## src/rtl/bram_stream_fifo_ctrl.sv

```systemverilog
// Streaming FIFO controller for an attached true-dual-port BRAM: port A writes, port B reads,
// and a 2-entry output buffer turns the registered BRAM read into a valid/ready stream.
module bram_stream_fifo_ctrl #(
  parameter int unsigned DEPTH = 1024,
  parameter int unsigned WIDTH = 256,
  parameter int unsigned AW    = $clog2(DEPTH) + 1
) (
  input  logic                         clk,
  input  logic                         rst_n,
  input  logic                         flush,
  input  logic                         s_valid,
  output logic                         s_ready,
  input  logic [WIDTH-1:0]             s_data,
  output logic                         m_valid,
  input  logic                         m_ready,
  output logic [WIDTH-1:0]             m_data,
  output logic [$clog2(DEPTH+3)-1:0]   level,
  output logic                         ena,
  output logic                         wea,
  output logic [AW-1:0]                addra,
  output logic [WIDTH-1:0]             dia,
  output logic                         enb,
  output logic                         web,
  output logic [AW-1:0]                addrb,
  input  logic [WIDTH-1:0]             dob
);

  localparam int unsigned PW = AW - 1;
  localparam int unsigned LW = $clog2(DEPTH + 3);

  logic [PW-1:0]    wptr_q, wptr_d, rptr_q, rptr_d;
  logic [AW-1:0]    mem_cnt_q, mem_cnt_d;
  logic             inflight_q, inflight_d;
  logic [1:0]       out_cnt_q, out_cnt_d;
  logic [WIDTH-1:0] buf0_q, buf0_d, buf1_q, buf1_d;

  logic       wr, pop, push;
  logic [2:0] occ;

  assign s_ready = rst_n & ~flush & (mem_cnt_q != AW'(DEPTH));
  assign wr      = s_valid & s_ready;
  assign m_valid = (out_cnt_q != 2'd0);
  assign pop     = m_valid & m_ready;
  assign m_data  = buf0_q;
  // Buffer slots already claimed, counting the read still in flight.
  assign occ     = {1'b0, out_cnt_q} + {2'b00, inflight_q} - {2'b00, pop};
  assign enb     = ~flush & (mem_cnt_q != '0) & (occ < 3'd2);
  assign push    = inflight_q & ~flush;

  assign ena   = wr;
  assign wea   = wr;
  assign addra = {1'b0, wptr_q};
  assign dia   = s_data;
  assign web   = 1'b0;
  assign addrb = {1'b0, rptr_q};
  assign level = LW'(mem_cnt_q) + LW'(inflight_q) + LW'(out_cnt_q);

  always_comb begin
    wptr_d     = wptr_q;
    rptr_d     = rptr_q;
    mem_cnt_d  = mem_cnt_q;
    inflight_d = enb;
    out_cnt_d  = out_cnt_q;
    buf0_d     = buf0_q;
    buf1_d     = buf1_q;
    if (flush) begin
      wptr_d     = '0;
      rptr_d     = '0;
      mem_cnt_d  = '0;
      inflight_d = 1'b0;
      out_cnt_d  = 2'd0;
    end else begin
      if (wr)  wptr_d = wptr_q + PW'(1);
      if (enb) rptr_d = rptr_q + PW'(1);
      mem_cnt_d = mem_cnt_q + AW'(wr) - AW'(enb);
      if (pop) begin
        buf0_d    = buf1_q;
        out_cnt_d = out_cnt_d - 2'd1;
      end
      // The returning word lands behind whatever survives this cycle's pop.
      if (push) begin
        if (out_cnt_d == 2'd0) buf0_d = dob;
        else                   buf1_d = dob;
        out_cnt_d = out_cnt_d + 2'd1;
      end
    end
  end

  always_ff @(posedge clk or negedge rst_n) begin
    if (!rst_n) begin
      wptr_q     <= '0;
      rptr_q     <= '0;
      mem_cnt_q  <= '0;
      inflight_q <= 1'b0;
      out_cnt_q  <= 2'd0;
      buf0_q     <= '0;
      buf1_q     <= '0;
    end else begin
      wptr_q     <= wptr_d;
      rptr_q     <= rptr_d;
      mem_cnt_q  <= mem_cnt_d;
      inflight_q <= inflight_d;
      out_cnt_q  <= out_cnt_d;
      buf0_q     <= buf0_d;
      buf1_q     <= buf1_d;
    end
  end

endmodule
```

## config.mk

```make
export PLATFORM = sky130hd
export DESIGN_NAME = bram_stream_fifo_ctrl
export DESIGN_NICKNAME = d
export VERILOG_FILES = /design/src/rtl/bram_stream_fifo_ctrl.sv
export SDC_FILE = /design/constraint.sdc
export NUM_CORES = 1
export LEC_CHECK = 0
export CAP_MARGIN = 10
export CORE_AREA = 2 2 420 422
export CTS_CLUSTER_DIAMETER = 120
export DETAILED_ROUTE_END_ITERATION = 7
export DIE_AREA = 0 0 422 424
export GPL_TIMING_DRIVEN = 1
export HOLD_SLACK_MARGIN = 0.05
export PLACE_DENSITY = 0.34
export SLEW_MARGIN = 10
export SYNTH_ARGS = -nofsm -noshare
export SYNTH_HDL_FRONTEND = slang
export SYNTH_SLANG_ARGS = --single-unit
```

## constraint.sdc

```tcl
create_clock -name clk -period 5.8 [get_ports clk]
set_input_delay 1.74 -clock clk [delete_from_list [all_inputs] [get_ports clk]]
set_output_delay 1.74 -clock clk [all_outputs]
set_load 0.02 [all_outputs]
```

[Word-level counts from Yosys, hierarchy flattened]
Cells that the tools add are included.
Storage, ports and cells
  bits of input ports: 517
  register bits: 546
  logic and storage cells: 47
Operators by class
  eq/ne operators: 1
  bitwise gates (word level): 9
  reduce and logical (&&, ||, !) cells: 6
  order comparisons: 1
  mux-type cells: 13
  add/subtract/negate cells: 10
Operators with widths (number)
  $mux 256: 3
  $mux 10: 4
  $add 11x1->11: 2
  $add 10x1->10 const B: 2
  $add 11x2->11: 1
  $mux 11: 1
  $ne 11x11->1 const B: 1
  $reduce_bool 11->1: 1
  $sub 11x1->11: 1
  $mux 2: 4
  $and 1x1->1: 7
  $reduce_bool 2->1: 3
  $add 2x1->3: 1
  $lt 3x2->1 const B: 1
  $reduce_and 3->1: 1
  $sub 3x1->3: 1
  $add 2x1->2 const B: 1
  $logic_not 2->1: 1
  $not 1->1: 2
  $sub 2x1->2 const B: 1
  $mux 1: 1

[Logic depth before layout (Yosys ltp)]
  depth after elaboration: 7
  gate-level depth with buffers: 21

[Worst setup path before layout]
Ideal clock, no wire load.
  path kind: input to register
  start: in m_ready
  end: reg mem_cnt_q[8]
  stages: 19
  library setup time: 0.128 ns
  arrival time: 5.519 ns
  path slack: 0.153 ns
  cells stage by stage: nand2b_1 inv_1 ha_1 nand2b_1 fa_1 xnor2_1 nand3b_1 buf_2 nor2_1 ha_1 inv_1 ha_1 inv_1 fa_1 nand2b_1 a221o_1 nand2_1 a21boi_1 mux2_1
Between the ends
  longest elaborated chain between the ends: 6
Ends and longest elaborated chain
  start: declaration: line 15  | input logic m_ready,
  $and 1x1->1: line 43  | assign pop = m_valid & m_ready;
  $sub 3x1->3: line 46  | assign occ = {1'b0, out_cnt_q} + {2'b00, inflight_q} - {2'b00, pop};
  $lt 3x2->1: line 47  | assign enb = ~flush & (mem_cnt_q != '0) & (occ < 3'd2);
  $and 1x1->1: line 47
  named net enb: line 22  | output logic enb,
  $sub 11x1->11: line 75  | mem_cnt_d = mem_cnt_q + AW'(wr) - AW'(enb);
  $mux 11: line 66  | if (flush) begin
  named net mem_cnt_d[8]: line 32  | logic [AW-1:0] mem_cnt_q, mem_cnt_d;
  end signal: assignment: line 101  | mem_cnt_q <= mem_cnt_d;
  end: declaration: line 32
The timed path passes the listed nets, and every way through them passes these cells.
A chain may end at the register's enable or synchronous reset.

[Worst setup path after layout]
  start: in m_ready
  end: out enb
Between the ends
  longest elaborated chain between the ends: 4
Ends and longest elaborated chain (line)
  $and 1x1->1: 43
  $sub 3x1->3: 46
  $lt 3x2->1: 47
  $and 1x1->1: 47
  end: declaration: 22
No other way between the ends.

==> flow_summary.html <==
<table>
<tr><th>Metric</th><th>Value</th></tr>
<tr><th colspan="2">Timing</th></tr>
<tr><td>Number of max-slew violations in the final report</td><td>0</td></tr>
<tr><td>Slew HR</td><td>0.371</td></tr>
<tr><td>Final Cycle Share</td><td>0.974</td></tr>
<tr><td>Maximum clock skew at final layout</td><td>40.7 ps</td></tr>
<tr><td>Setup repair after global routing missed its margin</td><td>no</td></tr>
<tr><td>Worst slew pin tran</td><td>around 940 ps</td></tr>
<tr><td>Post-route setup slack</td><td>148 ps</td></tr>
<tr><td>Maximum frequency from static timing analysis</td><td>0.177 GHz</td></tr>
<tr><td>Finish-stage setup viols</td><td>0</td></tr>
<tr><td>Final critical-path required period</td><td>5650 ps</td></tr>
<tr><td>Hold Fails Final Rpt</td><td>0</td></tr>
<tr><th colspan="2">Routing</th></tr>
<tr><td>Count of unresolved DRC violations after routing</td><td>0</td></tr>
<tr><td>Initial drt markers</td><td>554</td></tr>
<tr><td>Final wirelength</td><td>between 100000 and 150000 um</td></tr>
<tr><td>Remaining antenna violation count</td><td>0</td></tr>
<tr><td>Detail-routed net length per standard cell</td><td>21.8 um</td></tr>
<tr><td>Count of TritonRoute iterations in the first routing pass</td><td>4</td></tr>
<tr><td>Detailed-route via count</td><td>17.0k</td></tr>
<tr><td>Routed via count divided by cell count</td><td>about 3.7</td></tr>
<tr><th colspan="2">Power</th></tr>
<tr><td>P_leak</td><td>around 13 nW</td></tr>
<tr><td>Pwr/cell area</td><td>594 nW/um^2</td></tr>
<tr><td>Maximum vdd ir drop</td><td>264 uV</td></tr>
<tr><th colspan="2">Clock network</th></tr>
<tr><td>Maximum number of buffers from clock root to sink</td><td>3</td></tr>
<tr><td>Cell at the root of the clock tree</td><td>clkbuf_16</td></tr>
<tr><td>Clock H-tree levels</td><td>3</td></tr>
<tr><td>TritonCTS Buffers</td><td>75</td></tr>
<tr><td>TritonCTS clock tree</td><td>done</td></tr>
<tr><td>Worst-Skew Late Latency</td><td>700 ps</td></tr>
<tr><td>CTS hold repair buffers</td><td>0</td></tr>
<tr><td>Clock slew at the register clock pins of the worst setup and hold paths</td><td>50 ps</td></tr>
<tr><td>Clk sink count</td><td>546</td></tr>
<tr><th colspan="2">Run status</th></tr>
<tr><td>Result of the run</td><td>finished, final reports clean</td></tr>
<tr><th colspan="2">Logic synthesis</th></tr>
<tr><td>Most instantiated flip-flop cell in the synthesis netlist</td><td>dfrtp_1</td></tr>
<tr><td>Most used standard cells in the synthesized netlist</td><td>dfrtp_1, o22a_1, buf_4, mux2_2, buf_2</td></tr>
<tr><td>Area of the mapped netlist</td><td>25400 um^2</td></tr>
<tr><td>FFs w/ async S/R, synth</td><td>1.00</td></tr>
<tr><td>Post-synthesis register bit count</td><td>546</td></tr>
<tr><td>EDFF count, synth</td><td>0</td></tr>
<tr><td>Portion of synthesized cell area occupied by the leading cell type</td><td>0.539</td></tr>
<tr><td>Top cell type by total area after synthesis</td><td>dfrtp_1</td></tr>
<tr><td>Number of unique standard cell types used by synthesis</td><td>50</td></tr>
<tr><td>Mean cell area of the mapped netlist</td><td>13.0 um^2</td></tr>
<tr><td>Share of synthesized area occupied by flip-flops and latches</td><td>0.539</td></tr>
<tr><td>Largest cells by area after synthesis</td><td>dfrtp_1, o22a_1, mux2_2</td></tr>
<tr><td>Cell with the most instances after synthesis</td><td>dfrtp_1</td></tr>
<tr><td>Count of synthesis-stage warnings from yosys</td><td>0</td></tr>
<tr><td>Cell count after synthesis</td><td>1944</td></tr>
<tr><th colspan="2">Die</th></tr>
<tr><td>Die Y-Extent</td><td>424 um</td></tr>
<tr><td>Die Area</td><td>179000 um^2</td></tr>
<tr><td>Top Ports</td><td>about 1.1k</td></tr>
<tr><td>Area of the core</td><td>175000 um^2</td></tr>
<tr><td>Initial core utilization</td><td>0.145</td></tr>
<tr><td>Row count</td><td>154</td></tr>
<tr><td>Width of the die</td><td>422 um</td></tr>
<tr><th colspan="2">Final layout</th></tr>
<tr><td>Layout Cell Area excl Fill</td><td>roughly 35000 um^2</td></tr>
<tr><td>Final net count</td><td>2779</td></tr>
<tr><td>Signed area change from the synthesized netlist to the final layout</td><td>36.3%</td></tr>
<tr><td>Fraction of layout instances using a drive strength above 1</td><td>0.190</td></tr>
<tr><td>Fill cell total of the finished layout</td><td>19.1k</td></tr>
<tr><th colspan="2">Placed design</th></tr>
<tr><td>Final weighted congestion in routability-driven placement</td><td>0.689</td></tr>
<tr><td>Setup WS pre-CTS</td><td>-351 ps</td></tr>
<tr><td>Port buffer count</td><td>about 550</td></tr>
<tr><td>HPWL after detailed placement</td><td>71300 um</td></tr>
<tr><td>Placement Cell Area</td><td>31900 um^2</td></tr>
<tr><th colspan="2">GRT</th></tr>
<tr><td>Via count of the first global-routing pass</td><td>approximately 18k</td></tr>
<tr><td>Total gr overflow</td><td>0</td></tr>
<tr><td>GRT Util Overall</td><td>0.110</td></tr>
<tr><td>Wire length of the first global-routing pass</td><td>144000 um</td></tr>
<tr><td>Maximum number of pins on one net before global-route repair</td><td>135</td></tr>
<tr><td>Antenna violations before repair</td><td>20</td></tr>
<tr><th colspan="2">Setup path</th></tr>
<tr><td>Sort of element at the start of the critical path</td><td>input pin</td></tr>
<tr><td>CP max FO</td><td>2</td></tr>
<tr><td>Worst Setup Path Type</td><td>input pin to output port</td></tr>
<tr><td>Data required time at the worst endpoint</td><td>4060 ps</td></tr>
<tr><td>Data arrival, critical path</td><td>roughly 3900 ps</td></tr>
<tr><td>CP Capture Type</td><td>output port</td></tr>
<tr><th colspan="2">Job</th></tr>
<tr><td>Max-cap violations</td><td>0</td></tr>
<tr><th colspan="2">Min path</th></tr>
<tr><td>Hold WC Path Type</td><td>flop to flop</td></tr>
</table>
placed cells by master (no fill, tap or decap), drive strengths merged, types with 2 or more instances in the layout:
| master | instances |
|---|---|
| a21oi | 8 |
| a41oi | 2 |
| and3 | 5 |
| buf | 66 |
| bufinv | 7 |
| clkbuf | 116 |
| clkdlybuf4s50 | 549 |
| clkinv | 11 |
| conb | 3 |
| dfrtp | 546 |
| diode | 8 |
| fa | 4 |
| ha | 28 |
| inv | 31 |
| mux2 | 259 |
| mux2i | 2 |
| nand2 | 12 |
| nand2b | 8 |
| nand3 | 5 |
| nand3b | 3 |
| nand4 | 8 |
| nor2 | 37 |
| nor2b | 6 |
| nor3 | 4 |
| nor3b | 2 |
| nor4 | 3 |
| nor4b | 2 |
| o21ai | 4 |
| o21bai | 2 |
| o22a | 512 |
| o31ai | 3 |
| xnor2 | 22 |
| xor2 | 10 |
metal layers:
layer / vias up / share of wire / track usage
li1: 7531 / - / -
met1: 8613 / 0.35 / 0.110
met2: 547 / 0.53 / 0.200
met3: 271 / 0.076 / 0.0422
met4: 18 / 0.042 / 0.0527
met5: - / 0.0017 / 0.00296
through the flow:
stage          utilization  TNS, ps  hold slack, ps  total power, mW  std cells
2_1_floorplan            -        0             459             12.1       1946
3_3_place_gp         0.182     -746             470             15.8       4493
3_5_place_dp         0.182     -672             478             15.8       4493
4_1_cts              0.197        0             495             21.0       4632
5_1_grt              0.197        0             508             21.8       4639
6_report             0.198        0             489             20.5       4640
registers in the layout, indices dropped and copies added (netlist names):
name,count
out_cnt_q,2
m_data,256
mem_cnt_q,11
wptr_q,10
buf1_q,256
rptr_q,10
inflight_q,1
cells by family (layout without fill, tap and decap cells):
| family | count (synthesis) | in the layout | share of synthesized area |
|---|---|---|---|
| other | 1 | 11 | 0.000148 |
| adder cells (fa/ha/maj) | 32 | 32 | 0.0170 |
| AND/OR/NAND/NOR | 98 | 98 | 0.0221 |
| buffers and inverters | 435 | 781 | 0.111 |
| flip-flops | 546 | 546 | 0.539 |
| multiplexers | 261 | 261 | 0.116 |
| AO/OA/AOI/OAI | 539 | 539 | 0.184 |
| XOR/XNOR | 32 | 32 | 0.0111 |
worst max-delay path: stages:
cell	delay, ps
clkdlybuf4s50_1	510
nand2b_1	90
inv_1	120
ha_1	250
nand2b_1	170
fa_1	410
xnor2_1	160
nand3b_1	130
nor2_1	140
buf_2	200
power breakdown:
part,switching (mW),internal (mW),total [mW]
combinational,4.31,4.61,8.92
sequential,0.964,5.63,6.59
clock,1.98,3.02,5.01
total,7.26,13.3,20.5
worst paths after layout:
check                                  startpoint                       to  slack (ps)  cells after the start
setup / recovery                          m_ready                      enb         150                     10
hold / removal             buf1_q[34]$_DFFE_PN0P_   buf1_q[34]$_DFFE_PN0P_         490                      1
setup reg to reg           out_cnt_q[1]$_DFF_PN0_   mem_cnt_q[8]$_DFF_PN0_        1300                     21
hold reg to reg            buf1_q[34]$_DFFE_PN0P_   buf1_q[34]$_DFFE_PN0P_         490                      1
max in group asynchronous                   rst_n  m_data[183]$_DFFE_PN0N_        2480                      4
min in group asynchronous                   rst_n   out_cnt_q[0]$_DFF_PN0_         910                      1
cell type report:
class / instances / area [um^2] / share of cell area
Timing Repair Buffer: 615 / 6290 / 0.182
Inverter: 27 / 101 / 0.00293
Sequential cell: 546 / 13700 / 0.395
Tap cell: 2340 / 2930 / 0.0847
Clock buffer: 116 / 2260 / 0.0655
Antenna cell: 8 / 20.0 / 0.000579
Multi-Input combinational cell: 965 / 8900 / 0.258
Clock inverter: 23 / 385 / 0.0112
repair_timing:
action / 4_1_cts / 5_1_grt
resized for setup: 3 / 1
hold endpoints to repair: 0 / 0
buffers inserted: 0 / 0
endpoints found under the setup margin: 1 / 1
No activity file was read; power rests on OpenSTA's default activity.
